<file path="config.mk">
export PLATFORM = sky130hd
export DESIGN_NAME = muladd_seq
export DESIGN_NICKNAME = d
export VERILOG_FILES = /design/src/rtl/muladd_pkg.sv /design/src/rtl/muladd_step.sv /design/src/rtl/muladd_seq.sv
export SDC_FILE = /design/constraint.sdc
export NUM_CORES = 2
export LEC_CHECK = 0
export ABC_AREA = 1
export CAP_MARGIN = 20
export CORE_MARGIN = 2
export CORE_UTILIZATION = 30
export CTS_CLUSTER_SIZE = 12
export DETAILED_ROUTE_END_ITERATION = 6
export GPL_TIMING_DRIVEN = 1
export HOLD_SLACK_MARGIN = 0.1
export PLACE_DENSITY = 0.45
export SETUP_SLACK_MARGIN = 0.4
export SYNTH_ARGS = -nofsm -noshare
export SYNTH_HDL_FRONTEND = slang
export SYNTH_SLANG_ARGS = --single-unit
</file>
<file path="constraint.sdc">
create_clock -name clk -period 24.4 [get_ports clk]
set_clock_uncertainty 0.1 [all_clocks]
set_input_delay 2.44 -clock clk [delete_from_list [all_inputs] [get_ports clk]]
set_output_delay 2.44 -clock clk [all_outputs]
set_load 0.05 [all_outputs]
</file>
<file path="src/rtl/muladd_pkg.sv">
// muladd_pkg: shared state type and parameter helpers for the sequential multiply-add
package muladd_pkg;
   typedef enum logic [1:0] {IDLE, RUN, DONE} muladd_state_t;
   function automatic int muladd_steps(input int b_width, input int chunk);
      return b_width / chunk;
   endfunction
   function automatic bit muladd_chunk_ok(input int b_width, input int chunk);
      return (chunk > 0) && (b_width % chunk == 0);
   endfunction
endpackage

</file>
<file path="src/rtl/muladd_step.sv">
// muladd_step: one signed (A+1)x(CHUNK+1) partial product, shifted and added to the accumulator
module muladd_step #(
   parameter int A_WIDTH = 52,
   parameter int CHUNK = 17,
   parameter int R_WIDTH = 86,
   parameter int SH_W = 7
) (
   input  logic [A_WIDTH-1:0] a_i,
   input  logic               a_signed_i,
   input  logic [CHUNK-1:0]   b_i,
   input  logic               b_signed_i,
   input  logic [SH_W-1:0]    shift_i,
   input  logic [R_WIDTH-1:0] acc_i,
   output logic [R_WIDTH-1:0] acc_o
);
   localparam int P_W = A_WIDTH + CHUNK + 2;
   localparam int E_W = (R_WIDTH > P_W) ? R_WIDTH : P_W;
   logic signed [A_WIDTH:0] a_x;
   logic signed [CHUNK:0]   b_x;
   logic signed [P_W-1:0]   a_e, b_e, pp;
   logic signed [E_W-1:0]   pp_e;
   // The extra top bit lets unsigned operands ride through a signed multiplier
   assign a_x = {a_signed_i & a_i[A_WIDTH-1], a_i};
   assign b_x = {b_signed_i & b_i[CHUNK-1], b_i};
   assign a_e = P_W'(a_x);
   assign b_e = P_W'(b_x);
   assign pp = a_e * b_e;
   assign pp_e = E_W'(pp);
   assign acc_o = acc_i + (pp_e[R_WIDTH-1:0] << shift_i);
endmodule

</file>
<file path="src/rtl/muladd_seq.sv">
// muladd_seq: multi-cycle src1*src2+addend, walking src2 one CHUNK slice per cycle
module muladd_seq
   import muladd_pkg::*;
#(
   parameter int A_WIDTH = 52,
   parameter int B_WIDTH = 34,
   parameter int CHUNK = 17,
   localparam int R_WIDTH = A_WIDTH + B_WIDTH
) (
   input  logic               clk,
   input  logic               reset,
   input  logic               flush,
   input  logic               in_valid,
   output logic               in_ready,
   input  logic               in_signed_a,
   input  logic               in_signed_b,
   input  logic [A_WIDTH-1:0] in_src1,
   input  logic [B_WIDTH-1:0] in_src2,
   input  logic [R_WIDTH-1:0] in_addend,
   output logic               out_valid,
   input  logic               out_ready,
   output logic [R_WIDTH-1:0] out_result,
   output logic               busy
);
   localparam int STEPS = muladd_steps(B_WIDTH, CHUNK);
   localparam int ST_W = (STEPS > 1) ? $clog2(STEPS) : 1;
   localparam int SH_W = $clog2(R_WIDTH);
   if (!muladd_chunk_ok(B_WIDTH, CHUNK)) begin : g_bad_chunk
      $error("muladd_seq: B_WIDTH must be a multiple of CHUNK");
   end
   muladd_state_t      state_q;
   logic [ST_W-1:0]    step_q;
   logic [A_WIDTH-1:0] a_q;
   logic [B_WIDTH-1:0] b_q;
   logic               sa_q, sb_q, vld_q, last, accept;
   logic [R_WIDTH-1:0] acc_q, acc_d, res_q;
   logic [SH_W-1:0]    off;
   logic [CHUNK-1:0]   slice;
   assign last = step_q == ST_W'(STEPS - 1);
   assign off = SH_W'(int'(step_q) * CHUNK);
   assign slice = CHUNK'(b_q >> off);
   assign in_ready = !reset && !flush && (state_q == IDLE || (state_q == DONE && out_ready));
   assign accept = in_valid && in_ready;
   assign out_valid = vld_q;
   assign out_result = res_q;
   assign busy = state_q != IDLE;
   // Only the top slice carries src2's sign; lower slices are plain magnitude digits
   muladd_step #(.A_WIDTH(A_WIDTH), .CHUNK(CHUNK), .R_WIDTH(R_WIDTH), .SH_W(SH_W)) u_step (
      .a_i(a_q), .a_signed_i(sa_q), .b_i(slice), .b_signed_i(sb_q & last),
      .shift_i(off), .acc_i(acc_q), .acc_o(acc_d)
   );
   always_ff @(posedge clk or posedge reset) begin
      if (reset) begin
         state_q <= IDLE;
         step_q <= '0;
         a_q <= '0;
         b_q <= '0;
         sa_q <= 1'b0;
         sb_q <= 1'b0;
         acc_q <= '0;
         res_q <= '0;
         vld_q <= 1'b0;
      end else if (flush) begin
         state_q <= IDLE;
         vld_q <= 1'b0;
      end else if (accept) begin
         a_q <= in_src1;
         b_q <= in_src2;
         sa_q <= in_signed_a;
         sb_q <= in_signed_b;
         acc_q <= in_addend;
         step_q <= '0;
         state_q <= RUN;
         vld_q <= 1'b0;
      end else if (state_q == RUN) begin
         acc_q <= acc_d;
         step_q <= last ? '0 : step_q + 1'b1;
         if (last) begin
            state_q <= DONE;
            res_q <= acc_d;
            vld_q <= 1'b1;
         end
      end else if (state_q == DONE && out_ready) begin
         state_q <= IDLE;
         vld_q <= 1'b0;
      end
   end
endmodule

</file>
### Word-level counts from Yosys, hierarchy flattened

Cells that the tools add are included.

| word-level totals | value |
|---|---|
| flip-flop bits (word level) | 264 |
| input bits | 179 |
| word-level logic and storage cells | 53 |

| cells by class | value |
|---|---|
| add/subtract/negate cells | 2 |
| multiply operators | 2 |
| equal/unequal tests | 3 |
| shift-type cells | 2 |
| mux-type cells | 15 |
| bitwise gates (word level) | 5 |
| reduce and logical (&&, ||, !) cells | 15 |

Operators by type and width:

| kind | number |
|---|---|
| 86-bit two-way mux | 2 |
| 86-bit adder | 1 |
| 86-bit by 6-bit << shifter with 86-bit output | 1 |
| 53-bit by 18-bit multiplier with 71-bit output | 1 |
| 34-bit by 6-bit right shift with 17-bit output | 1 |
| 2-bit two-way mux | 5 |
| 1-bit two-way mux | 8 |
| 1-bit by 5-bit multiplier with 6-bit output, second input constant | 1 |
| 2-bit AND reduction | 3 |
| 1-bit logical AND | 4 |
| 4-bit inequality test, second input constant | 1 |
| 4-bit AND reduction | 1 |
| 2-bit nonzero test | 2 |
| 4-bit nonzero test | 1 |
| 1-bit AND | 3 |
| 2-bit by 1-bit equality test with 1-bit output, second input constant | 1 |
| 2-bit equality test, second input constant | 1 |
| 1-bit zero test | 2 |
| 2-bit zero test | 1 |
| 1-bit inverter | 2 |
| 1-bit adder, second input constant | 1 |
| 1-bit logical OR | 1 |

### Logic depth before layout (Yosys ltp)

| depth | value |
|---|---|
| word-level depth | 8 |
| depth in mapped cells | 52 |
| gate-level depth less buffers | 49 |

### Modules after synthesis

Synthesis repeated with hierarchy kept, for this count alone.

| second synthesis, totals | value |
|---|---|
| cell total of the unflattened synthesis | 8387 |
| area total of the unflattened synthesis | 56840.8 sq um |

By module, submodules not included:

| module | instances | cells an instance | area each (sq um) | seq. area each (sq um) |
|---|---|---|---|---|
| muladd_step | 1 | 6928 | 45215.9 | 0.0 |
| muladd_seq | 1 | 1459 | 11624.9 | 6581.3 |

### Worst setup path after synthesis

Ideal clock, no wire load.

| timing | value |
|---|---|
| kind | in2out |
| start | input reset |
| end | output in_ready |
| arrival time | 8.899 ns |
| path slack | 12.961 ns |
| stages | 3 |
| buffers on the path | 0 |
| path through | inv_1 -> o2111ai_1 -> inv_1 |

| between the ends | value |
|---|---|
| word-level cells in the longest chain between the ends | 3 |

Ends and longest elaborated chain:

| item | RTL line | RTL |
|---|---|---|
| start: declaration | muladd_seq.sv:11 | `input logic reset,` |
| 1-bit zero test (no line) | -- |  |
| 1-bit logical AND (2 in series) | muladd_seq.sv:42 | `assign in_ready = !reset && !flush && (state_q == IDLE \|\| (state_q == DONE && out_ready));` |
| end: declaration | muladd_seq.sv:14 | `output logic in_ready,` |

Every way passes these cells.

### Worst setup path after layout

| timing | value |
|---|---|
| start | register step_q, in the netlist last |
| end | register acc_q[60] |

| between the ends | value |
|---|---|
| word-level cells in the longest chain between the ends | 8 |

Ends and longest elaborated chain:

| item | RTL line | RTL |
|---|---|---|
| start: declaration | muladd_seq.sv:32 | `logic [ST_W-1:0] step_q;` |
| start signal: assignment | muladd_seq.sv:77 | `step_q <= last ? '0 : step_q + 1'b1;` |
| 1-bit by 5-bit multiplier with 6-bit output | muladd_seq.sv:40 | `assign off = SH_W'(int'(step_q) * CHUNK);` |
| 34-bit by 6-bit right shift with 17-bit output | muladd_seq.sv:41 | `assign slice = CHUNK'(b_q >> off);` |
| 1-bit AND | muladd_step.sv:24 | `assign b_x = {b_signed_i & b_i[CHUNK-1], b_i};` |
| 53-bit by 18-bit multiplier with 71-bit output | muladd_step.sv:27 | `assign pp = a_e * b_e;` |
| 86-bit by 6-bit << shifter with 86-bit output * | muladd_step.sv:29 | `assign acc_o = acc_i + (pp_e[R_WIDTH-1:0] << shift_i);` |
| 86-bit adder * | muladd_step.sv:29 |  |
| 86-bit two-way mux * | muladd_seq.sv:75 | `end else if (state_q == RUN) begin` |
| 86-bit two-way mux * | muladd_seq.sv:66 | `end else if (accept) begin` |
| end signal: assignment | muladd_seq.sv:71 | `acc_q <= in_addend;` |
| end: declaration | muladd_seq.sv:36 | `logic [R_WIDTH-1:0] acc_q, acc_d, res_q;` |

Mark *: on every way between the ends. The rest lies on a longest branch, timed or not. The select of a mux whose other input is x is not followed.
A chain may end at the register's enable or synchronous reset.

==> key figures <==
Synth
  • Netlist cell types: 53
  • Post-synth top area cell: fa_1
  • Post-synthesis async set-or-reset flop share: 100.0%
  • Number of flops mapped to enable cells by yosys: 0
  • Avg Cell Area, Syn: 7.355 sq um
  • Top post-synthesis cells by area: fa_1, nand2_1, dfrtp_1
  • Ys flop type: dfrtp_1
  • Synthesis Warnings: 0
  • Most common cell in the netlist: nand2_1
  • Synthesized netlist cell count: 6,879
  • Flops & latches, synth: roughly 260
  • Mapped cell area: 0.05059 sq mm
  • Commonest cells post-synth: nand2_1, inv_1, fa_1
  • Post-synth net total: about 8,200
  • Register area share after synthesis: 13.01%
  • Share of the synthesized area in the top cell type: between 30% and 40%

Finish
  • Area growth syn-to-layout: 12.52%
  • Share of cells above drive strength 1: 3.375%
  • Nets: 8,312
  • Fill count: 18,260

Place
  • RePlAce Congestion: 0.9901
  • # port buffers: 267
  • Dpl hpwl: around 190,000 microns

Clock tree
  • Post-CTS setup repair buffer count: 0
  • Worst-path clk slew: roughly 0.060 ns
  • Worst skew pair latency: 0.67 ns
  • Hold buffers post-CTS: 0
  • CTS buffer count: 39
  • Number of gates given a new drive strength after cts: 0
  • CTS Sinks: 263
  • H-Tree Depth: 2
  • CTS tree: built
  • CTS root buffer: clkbuf_16
  • CTS max path bufs: 3

Die
  • Core area: between 0.15 and 0.2 sq mm
  • Initial Utilization: 30.22%
  • DIE WIDTH: 414.7 microns
  • Die Area: 0.1719 sq mm
  • I/O Pins: 268
  • Rows: 150
  • Die H: 414.7 microns

Drt
  • Drt pass-1 iters: 5
  • DRC Markers: 0
  • Total Routed Length: 226,000 microns
  • Avg WL per Cell: 24.49 microns
  • Via density: roughly 5
  • Metal1 wirelength: 96,340 microns
  • Max layer used: met5
  • Initial DRC Count: 3,149
  • Final ANT Viol Nets: 0
  • Via count: 45,470
  • WL met2: 111,500 microns
  • Met3 wire length: 9282 microns

Critical path
  • Max FO, Critical Path: 42
  • Most common cell on crit path: nand2_1
  • CP delay by family, top: adder cells
  • CP Launch Type: flop
  • Buf+Inv Stages, Crit Path: 6
  • Max stage delay on crit path: just under 0.9 ns
  • CP arrival: 12.66 ns
  • CP endpoint kind: flop
  • Worst Path Required: 24.83 ns
  • CP max stage cell: inv_2
  • WS Path Type: flop to flop

Global routing
  • Gr usage total: 26.42%
  • Largest net degree at the start of global routing: about 130
  • Vias in the first global route: between 40,000 and 50,000
  • Antenna violations before repair: 4
  • Global-route wire length before repair: approximately 340,000 microns
  • GRT overflow: 0

Outcome
  • Status: finished, final reports clean

Job
  • Max-Cap Viols: 0

STA
  • Final Hold Viols: 0
  • Slew Limit Fails: 0
  • Period minus WS final: 12.23 ns
  • Fmax: 81.74 MHz
  • Actual slew at the worst max-slew pin: 1.230 ns
  • Max transition margin: 17.38%
  • Setup TNS: 0 ns
  • Hold WS: 0.3814 ns
  • RSZ-0062 raised after global routing: no
  • Fin crit share: 50.14%
  • Final setup fails: 0

Worst hold path
  • Hold Crit Class: flop to flop
## area by class of cell
class	instances	area, sq um	area share, %
Antenna cell	3	7.507	0.01319
Clock buffer	50	1077	1.892
Clock inverter	19	304.0	0.5341
Inverter	1434	5401	9.488
Multi-Input combinational cell	4936	37710	66.25
Sequential cell	263	6585	11.57
Tap cell	2204	2758	4.844
Timing Repair Buffer	320	3083	5.416
## layout by cell type (no fill, tap or decap), types with 6 or more instances in the layout
| cell type | synthesis | layout |
|---|---|---|
| a21o_1 | 18 | 18 |
| a21oi_1 | 230 | 229 |
| a21oi_2 | 7 | 7 |
| a22o_1 | 7 | 7 |
| a31oi_1 | 10 | 10 |
| buf_4 | 1 | 51 |
| clkbuf_16 | 0 | 39 |
| clkbuf_8 | 0 | 6 |
| clkdlybuf4s50_1 | 0 | 267 |
| clkinv_1 | 15 | 10 |
| dfrtp_1 | 263 | 262 |
| fa_1 | 890 | 890 |
| ha_1 | 249 | 249 |
| inv_1 | 1399 | 1395 |
| inv_2 | 20 | 25 |
| nand2_1 | 1915 | 1913 |
| nand2_2 | 9 | 10 |
| nand3_1 | 297 | 297 |
| nand3b_1 | 48 | 48 |
| nand4_1 | 39 | 39 |
| nor2_1 | 677 | 676 |
| nor2_2 | 19 | 19 |
| nor3_1 | 33 | 33 |
| nor4_1 | 9 | 9 |
| o211ai_1 | 25 | 25 |
| o21a_1 | 9 | 9 |
| o21ai_0 | 250 | 249 |
| o21ai_1 | 23 | 23 |
| o21bai_1 | 29 | 29 |
| or2_1 | 20 | 20 |
| or2_2 | 18 | 18 |
| xnor2_1 | 27 | 27 |
| xor2_1 | 27 | 27 |
## through the flow
stage,instance area [sq um],utilization [%],instances,setup WS (ns)
after global placement,55520,33.17,9155,12.24
after global routing,56920,34.00,9226,11.79
after floorplan,50590,-,6879,12.96
final,56930,34.01,9229,12.17
after detailed placement,55530,33.17,9156,12.35
after CTS,56910,34.00,9225,12.28
## final timing paths
kind | start | endpoint | slack (ns) | cells past startpoint
worst max-delay path | last$_DFFE_PP0P_ | acc_q[60]$_DFFE_PP0P_ | 12.17 | 38
worst min-delay path | b_q[33]$_DFFE_PP0P_ | b_q[33]$_DFFE_PP0P_ | 0.38 | 2
worst max register to register | last$_DFFE_PP0P_ | acc_q[60]$_DFFE_PP0P_ | 12.17 | 38
worst min register to register | b_q[33]$_DFFE_PP0P_ | b_q[33]$_DFFE_PP0P_ | 0.38 | 2
max in group asynchronous | reset | a_q[10]$_DFFE_PP0P_ | 19.05 | 5
min in group asynchronous | reset | sa_q$_DFFE_PP0P_ | 2.18 | 2
## state kept, by name, summed over array words and instances (netlist names)
signal and count:
a_q 52, acc_q 86, b_q 34, last 1, out_result 86, sa_q 1, sb_q 1, state_q 2
## worst register-to-register path: cells and delay by family (launching register included)
family                   cells  cell delay [ns]
XOR/XNOR                     1             0.60
flip-flops                   1             0.57
AND/OR/NAND/NOR             18             3.69
adder cells (fa/ha/maj)      8             3.99
AO/OA/AOI/OAI                5             1.70
buffers and inverters        6             1.46
## logic make-up after synthesis
group | count (synthesis) | synth area share (%)
and+or+nand+nor | 3105 | 25.02
buffers and inverters | 1680 | 12.53
adders and majority gates | 1139 | 41.38
AOI/OAI and AO/OA | 638 | 7.130
DFF | 263 | 13.01
xor gates and xnor gates | 54 | 0.9348
## per-layer routing
metal	up-vias	GRT usage, %
li1	20800	-
met2	1219	46.14
met4	6	8.846
met1	23170	34.12
met5	-	0
met3	281	2.601
Power is not shown: default switching activity piles up to over one toggle a cycle in this logic, so the estimate is an artifact.
